## src/rtl/proc_pkg.sv

```systemverilog
// Shared defaults and the output clamp used by the scaled averaging pipeline.
package proc_pkg;

    localparam int         WIDTH_DEF      = 10;
    localparam int         LOG2_DEPTH_DEF = 2;
    localparam logic [9:0] ADC_OFFSET_DEF = 10'h181;
    localparam logic [9:0] DAC_OFFSET_DEF = 10'h200;

    // Clamp a signed value to the two's-complement range of a width-bit word.
    function automatic int saturate(input int value, input int width);
        int hi;
        int lo;
        hi = (1 << (width - 1)) - 1;
        lo = -(1 << (width - 1));
        if (value > hi) begin
            return hi;
        end
        if (value < lo) begin
            return lo;
        end
        return value;
    endfunction

endpackage

```

## src/rtl/avg_buffer.sv

```systemverilog
// Circular window of the last 2**LOG2_DEPTH samples plus their running sum.
module avg_buffer #(
    parameter int DW         = 11,
    parameter int LOG2_DEPTH = 2
) (
    input  logic                               sysclk,
    input  logic                               rst_n,
    input  logic                               push,
    input  logic signed [DW-1:0]               x_in,
    output logic signed [DW+LOG2_DEPTH-1:0]    sum_next
);

    localparam int DEPTH = 1 << LOG2_DEPTH;
    localparam int SW    = DW + LOG2_DEPTH;

    logic signed [DW-1:0]    entries [DEPTH];
    logic signed [SW-1:0]    sum_q;
    logic [LOG2_DEPTH-1:0]   wr_idx;

    // The entry about to be overwritten is the oldest one in the window.
    assign sum_next = sum_q + SW'(x_in) - SW'(entries[wr_idx]);

    always_ff @(posedge sysclk or negedge rst_n) begin
        if (!rst_n) begin
            sum_q  <= '0;
            wr_idx <= '0;
            for (int i = 0; i < DEPTH; i++) begin
                entries[i] <= '0;
            end
        end else if (push) begin
            sum_q           <= sum_next;
            entries[wr_idx] <= x_in;
            wr_idx          <= wr_idx + LOG2_DEPTH'(1);
        end
    end

endmodule

```

## src/rtl/scaled_averager.sv

```systemverilog
// Three-stage offset-remove / moving-average / gain-and-clamp pipeline from ADC codes to DAC codes.
module scaled_averager
    import proc_pkg::*;
#(
    parameter int               WIDTH      = WIDTH_DEF,
    parameter logic [WIDTH-1:0] ADC_OFFSET = ADC_OFFSET_DEF,
    parameter logic [WIDTH-1:0] DAC_OFFSET = DAC_OFFSET_DEF,
    parameter int               LOG2_DEPTH = LOG2_DEPTH_DEF
) (
    input  logic             sysclk,
    input  logic             rst_n,
    input  logic             sample_valid,
    input  logic [WIDTH-1:0] data_in,
    input  logic [1:0]       gain_sel,
    input  logic             avg_en,
    output logic [WIDTH-1:0] data_out,
    output logic             out_valid,
    output logic             sat_flag
);

    localparam int XW = WIDTH + 1;
    localparam int SW = XW + LOG2_DEPTH;
    localparam int YW = WIDTH + 4;

    logic                 s1_valid;
    logic signed [XW-1:0] s1_x;
    logic [1:0]           s1_gain;
    logic                 s1_avg;

    logic signed [SW-1:0] sum_next;
    logic signed [XW-1:0] avg_value;

    logic                 s2_valid;
    logic signed [XW-1:0] s2_result;
    logic [1:0]           s2_gain;

    logic signed [YW-1:0] y;
    int                   y_int;
    int                   clamped;

    always_ff @(posedge sysclk or negedge rst_n) begin
        if (!rst_n) begin
            s1_valid <= 1'b0;
            s1_x     <= '0;
            s1_gain  <= '0;
            s1_avg   <= 1'b0;
        end else begin
            s1_valid <= sample_valid;
            if (sample_valid) begin
                s1_x    <= $signed({1'b0, data_in}) - $signed({1'b0, ADC_OFFSET});
                s1_gain <= gain_sel;
                s1_avg  <= avg_en;
            end
        end
    end

    avg_buffer #(
        .DW         (XW),
        .LOG2_DEPTH (LOG2_DEPTH)
    ) u_avg_buffer (
        .sysclk   (sysclk),
        .rst_n    (rst_n),
        .push     (s1_valid),
        .x_in     (s1_x),
        .sum_next (sum_next)
    );

    // Arithmetic shift gives a floor average; the window mean always fits in XW bits.
    assign avg_value = XW'(sum_next >>> LOG2_DEPTH);

    always_ff @(posedge sysclk or negedge rst_n) begin
        if (!rst_n) begin
            s2_valid  <= 1'b0;
            s2_result <= '0;
            s2_gain   <= '0;
        end else begin
            s2_valid <= s1_valid;
            if (s1_valid) begin
                s2_result <= s1_avg ? avg_value : s1_x;
                s2_gain   <= s1_gain;
            end
        end
    end

    always_comb begin
        y       = YW'(s2_result) <<< s2_gain;
        y_int   = int'(y);
        clamped = saturate(y_int, WIDTH);
    end

    always_ff @(posedge sysclk or negedge rst_n) begin
        if (!rst_n) begin
            out_valid <= 1'b0;
            data_out  <= DAC_OFFSET;
            sat_flag  <= 1'b0;
        end else begin
            out_valid <= s2_valid;
            if (s2_valid) begin
                data_out <= WIDTH'(clamped) + DAC_OFFSET;
                sat_flag <= (clamped != y_int);
            end
        end
    end

endmodule

```

## config.mk

```make
export PLATFORM = sky130hd
export DESIGN_NAME = scaled_averager
export DESIGN_NICKNAME = d
export VERILOG_FILES = /design/src/rtl/proc_pkg.sv /design/src/rtl/avg_buffer.sv /design/src/rtl/scaled_averager.sv
export SDC_FILE = /design/constraint.sdc
export NUM_CORES = 1
export LEC_CHECK = 0
export BUFFER_PORTS_ARGS = -buffer_cell sky130_fd_sc_hd__buf_2
export CORE_UTILIZATION = 45
export CTS_CLUSTER_DIAMETER = 100
export DETAILED_ROUTE_END_ITERATION = 8
export PLACE_DENSITY = 0.68
export SYNTH_ARGS = -nofsm -noshare
export SYNTH_HDL_FRONTEND = slang
export SYNTH_HIERARCHICAL = 1
export SYNTH_SLANG_ARGS = --single-unit
```

## constraint.sdc

```tcl
create_clock -name sysclk -period 3.34 [get_ports sysclk]
set_clock_uncertainty 0.1 [all_clocks]
set_input_delay 0.167 -clock sysclk [delete_from_list [all_inputs] [get_ports sysclk]]
set_output_delay 0.167 -clock sysclk [all_outputs]
set_load 0.03 [all_outputs]
```

# Yosys cells after proc, flatten, opt, wreduce, memory -nomap -nowiden
# Index checks and enable logic that the tools add are counted.
[classes]
addsub = 5
magnitude_cmp = 4
eq_ne = 1
shift = 1
muxes = 14
bitwise = 1
n_reduce_logical = 1
[ops]
columns = ["operator", "count"]
rows = [
  ["$mux W32", 3],
  ["$bwmux W44", 1],
  ["$mux W11", 4],
  ["$ne A32 B14 Y1", 1],
  ["$bmux W11 S2", 1],
  ["$demux W11 S2", 1],
  ["$gt A14 B10 Y1 const B", 1],
  ["$lt A14 B10 Y1 const B", 1],
  ["$sshl A11 B2 Y14", 1],
  ["$add A13 B11 Y13", 1],
  ["$sub A13 B11 Y13", 1],
  ["$sub A10 B9 Y11 const B", 1],
  ["$add A10 B10 Y10 const B", 1],
  ["$mux W9", 1],
  ["$ge A3 B3 Y1 const B", 1],
  ["$lt A3 B1 Y1 const B", 1],
  ["$mux W1", 3],
  ["$not A2 Y3", 1],
  ["$add A2 B1 Y2 const B", 1],
  ["$logic_and A1 B1 Y1", 1],
]
[word_totals]
reg_bits = 100
input_bits = 16
output_inout_bits = 12
word_cells = 43

# Logic depth before layout (Yosys ltp)
[depth]
depth_word = 7
ltp_mapped = 15
depth_no_buf = 14

# Cells and area by module
# Netlist, hierarchy kept.
[modules_own_cells]
columns = ["mod", "instances", "cells_per_inst", "area_each_um2", "seq_area_each_um2"]
rows = [
  ["avg_buffer", 1, 335, 3407.0, 1476.4],
  ["scaled_averager", 1, 207, 2078.2, 1027.2],
]

# Worst setup path after synthesis
# OpenSTA, ideal clock, no wires.
[synth_path]
path_type = "reg-to-reg"
from = "reg u_avg_buffer.wr_idx[0]"
to = "reg u_avg_buffer.sum_q[10]"
arrival_time_ps = 3224
slack_ps = -109
stages_incl_launch_ff = 14
path_buffers = 1
period_less_slack_ps = 3449
path_cell_list = "dfrtp_1 -> buf_2 -> mux4_2 -> ha_1 -> inv_1 -> ha_1 -> inv_1 -> fa_1 -> nand2b_1 -> a21oi_2 -> nor2b_2 -> o311ai_2 -> xor2_1 -> mux2_2"
[synth_via]
elab_chain_cells = 5
[synth_rtl]
columns = ["item", "line", "source"]
rows = [
  ["from (decl)", "avg_buffer.sv:18", "logic [LOG2_DEPTH-1:0] wr_idx;"],
  ["from (signal assigned)", "avg_buffer.sv:33", "wr_idx <= wr_idx + LOG2_DEPTH'(1);"],
  ["$not A2 Y3 (not written as such)", "avg_buffer.sv:21", "assign sum_next = sum_q + SW'(x_in) - SW'(entries[wr_idx]);"],
  ["$bmux W11 S2", "avg_buffer.sv:21", ""],
  ["$mux W11 (not written as such) (2 in a row)", "avg_buffer.sv:21", ""],
  ["$sub A13 B11 Y13", "avg_buffer.sv:21", ""],
  ["net sum_next[10]", "scaled_averager.sv:30", "logic signed [SW-1:0] sum_next;"],
  ["to (signal assigned)", "avg_buffer.sv:31", "sum_q <= sum_next;"],
  ["to (decl)", "avg_buffer.sv:17", "logic signed [SW-1:0] sum_q;"],
]
# The timed path passes the listed nets, and every way through them passes these cells. The select of a mux whose other input is x is not followed.
# A chain may end at the register's enable or synchronous reset.

# Final worst setup path
[layout_path]
from = "reg u_avg_buffer.wr_idx[0]"
to = "reg s2_result[8]"
[layout_via]
elab_chain_cells = 6
[layout_rtl]
columns = ["item", "line", "source"]
rows = [
  ["$not A2 Y3 (not written as such)", "avg_buffer.sv:21", ""],
  ["$bmux W11 S2", "avg_buffer.sv:21", ""],
  ["$mux W11 (not written as such) (2 in a row)", "avg_buffer.sv:21", ""],
  ["$sub A13 B11 Y13", "avg_buffer.sv:21", ""],
  ["net sum_next[10]", "scaled_averager.sv:30", ""],
  ["$mux W11", "scaled_averager.sv:79", "s2_result <= s1_avg ? avg_value : s1_x;"],
  ["to (signal assigned)", "scaled_averager.sv:79", ""],
  ["to (decl)", "scaled_averager.sv:34", "logic signed [XW-1:0] s2_result;"],
]
# The timed path passes the listed nets, and every way through them passes these cells. The select of a mux whose other input is x is not followed.

==> impl_metrics.env <==
export IMPL_clkSinkCount=100
export IMPL_min_to="s1_x[2]"
export IMPL_dp_hpwl_um=8203
export IMPL_totalWireLength_um=11800
export IMPL_cts_tree="done"
export IMPL_setup_slack_ns=0.0003173
export IMPL_fin_nets=635
export IMPL_clkLatencyLatePin_ns=0.35
export IMPL_drtIter0Drc=280
export IMPL_layout_drive_gt1_share=0.2196
export IMPL_critical_path_required_ns=3.51
export IMPL_fill_cells=957
export IMPL_clockBufferDepth=2
export IMPL_syn_avg_cell_area_um2=10.13
export IMPL_finalHoldViolCount=0
export IMPL_max_freq_mhz=299.4
export IMPL_grt_pass1_vias=4069
export IMPL_cap_violations=0
export IMPL_cts_max_level=3
export IMPL_rrSetupSlack_ns=0.0003
export IMPL_final_common_cell="dfrtp_1"
export IMPL_cp_arrival_ns=3.51
export IMPL_reg2reg_to="s2_result[8]"
export IMPL_clkTransAtPathRegs_ns=0.07
export IMPL_gp_congestion=0.8574
export IMPL_end_kind="register"
export IMPL_final_max_slew_viol_count=0
export IMPL_syn_area_um2=5482
export IMPL_min_path_cells=3
export IMPL_portBuffers=27
export IMPL_drc=0
export IMPL_firstDrtPassIters=4
export IMPL_via_count=3980
export IMPL_drt_wirelength_per_cell_um=16.05
export IMPL_setup_violations=0
export IMPL_fp_dieH_um=112.4
export IMPL_post_route_min_period_ns=3.340
export IMPL_critPathKind="reg -> reg"
export IMPL_diodes=0
export IMPL_fp_coreArea_um2=11660
export IMPL_grt_pass1_wl_um=20180
export IMPL_syn2layout_area_growth_pct=18.53
export IMPL_postRouteAntennaNets=0
export IMPL_root_buffer="clkbuf_16"
export IMPL_ys_warn_count=6
export IMPL_layout_common_cells="dfrtp_1, nand2_1, o21ai_0"
export IMPL_grt_max_degree=101
export IMPL_dieArea_um2=12630
export IMPL_top_level_ports=28
export IMPL_worstHoldPathType="in -> reg"
export IMPL_rsz0062_at_grt="true"
export IMPL_avgViaCountPerCell=5.415
export IMPL_netlist_instances=541
export IMPL_worst_path_max_fanout=4
export IMPL_r2r_cells=10
export IMPL_regArea_um2=2505
export IMPL_placementRows=39
export IMPL_multiInputGateArea_um2=2836
export IMPL_syn_num_nets=589
export IMPL_tightest_slew_ns=0.7108
export IMPL_grt_total_usage=0.2039
export IMPL_cts_buffers=9
export IMPL_hp_start="data_in[2]"
export IMPL_start_util=0.4700
export IMPL_post_route_period_util=0.9999
export IMPL_grt_overflow=0
export IMPL_maxSlewHeadroom=0.5250
export IMPL_dpl_worst_slack_ns=-0.09143
export IMPL_crit_path_start_kind="register"
export IMPL_r2r_start="u_avg_buffer/wr_idx[0]"
export IMPL_die_w_um=112.4
export IMPL_outcome="finished clean"
export IMPL_antenna_found_initial=0
[critical path, stage by stage (launching register included)]
cell      delay, ns
dfrtp_2        0.42
mux4_2         0.57
fa_1           0.53
fa_2           0.41
nand2b_4       0.16
a21oi_4        0.16
nor2b_2        0.07
o311ai_2       0.23
xor2_1         0.31
mux2i_1        0.14
a21oi_1        0.16
[through the flow]
| stage | instance area, um2 | setup TNS [ns] | hold WS (ns) | util | cells |
|---|---|---|---|---|---|
| 2_1_floorplan | 5488 | 0 | -0.2286 | - | 541 |
| 3_3_place_gp | 5906 | -0.1200 | 0.1632 | 0.5064 | 714 |
| 3_5_place_dp | 5906 | -0.1433 | 0.1637 | 0.5064 | 714 |
| 4_1_cts | 6400 | 0 | 0.007110 | 0.5488 | 735 |
| 5_1_grt | 6497 | -0.1485 | 0.01806 | 0.5571 | 735 |
| 6_report | 6497 | 0 | 0.02132 | 0.5571 | 735 |
[sequential cells by signal, summed over array words and instances, names as in the netlist, 2 cells and up]
signal                cells
data_out                 10
s1_gain                   2
s1_x                     11
s2_gain                   2
s2_result                11
u_avg_buffer/entries     44
u_avg_buffer/sum_q       13
u_avg_buffer/wr_idx       2
[routing by layer]
layer,vias up,track usage,wire length [um]
met4,0,0.07111,178
met5,-,0,0
met3,17,0.03240,344
met2,63,0.3511,6023
met1,1966,0.2622,5253
li1,1934,-,-
[what timing repair did]
item                                    4_1_cts  5_1_grt
endpoints found under the hold margin       103        0
gates resized for setup                      15       15
buffers inserted                              0        0
pin swaps                                     7        6
hold buffers                                  5        0
cloned                                        0        0
endpoints found under the setup margin        6        8
[layout make-up]
type,count,share of cell area
Clock inverter,5,0.01637
Sequential cell,100,0.3855
Multi-Input combinational cell,359,0.4365
Tap cell,143,0.02754
Timing Repair Buffer,59,0.06316
Clock buffer,11,0.03736
Inverter,58,0.03351
[how the worst max path moves through the flow]
| stage | startpoint | endpoint | slack, ns | depth (start not counted) |
|---|---|---|---|---|
| floorplan | u_avg_buffer/wr_idx[0] | u_avg_buffer/sum_q[10] | 0.02 | 13 |
| global placement | u_avg_buffer/wr_idx[0] | s2_result[8] | -0.08 | 14 |
| detailed placement | u_avg_buffer/wr_idx[0] | s2_result[8] | -0.09 | 14 |
| CTS | u_avg_buffer/wr_idx[0] | s2_result[10] | 0.01 | 13 |
| global route | u_avg_buffer/wr_idx[0] | s2_result[8] | -0.07 | 14 |
| finish | u_avg_buffer/wr_idx[0] | s2_result[8] | 0.0003 | 10 |
Power is left out: the tool's default activity adds up to more than one toggle a clock period on the data nets, which glitch-free logic cannot reach.
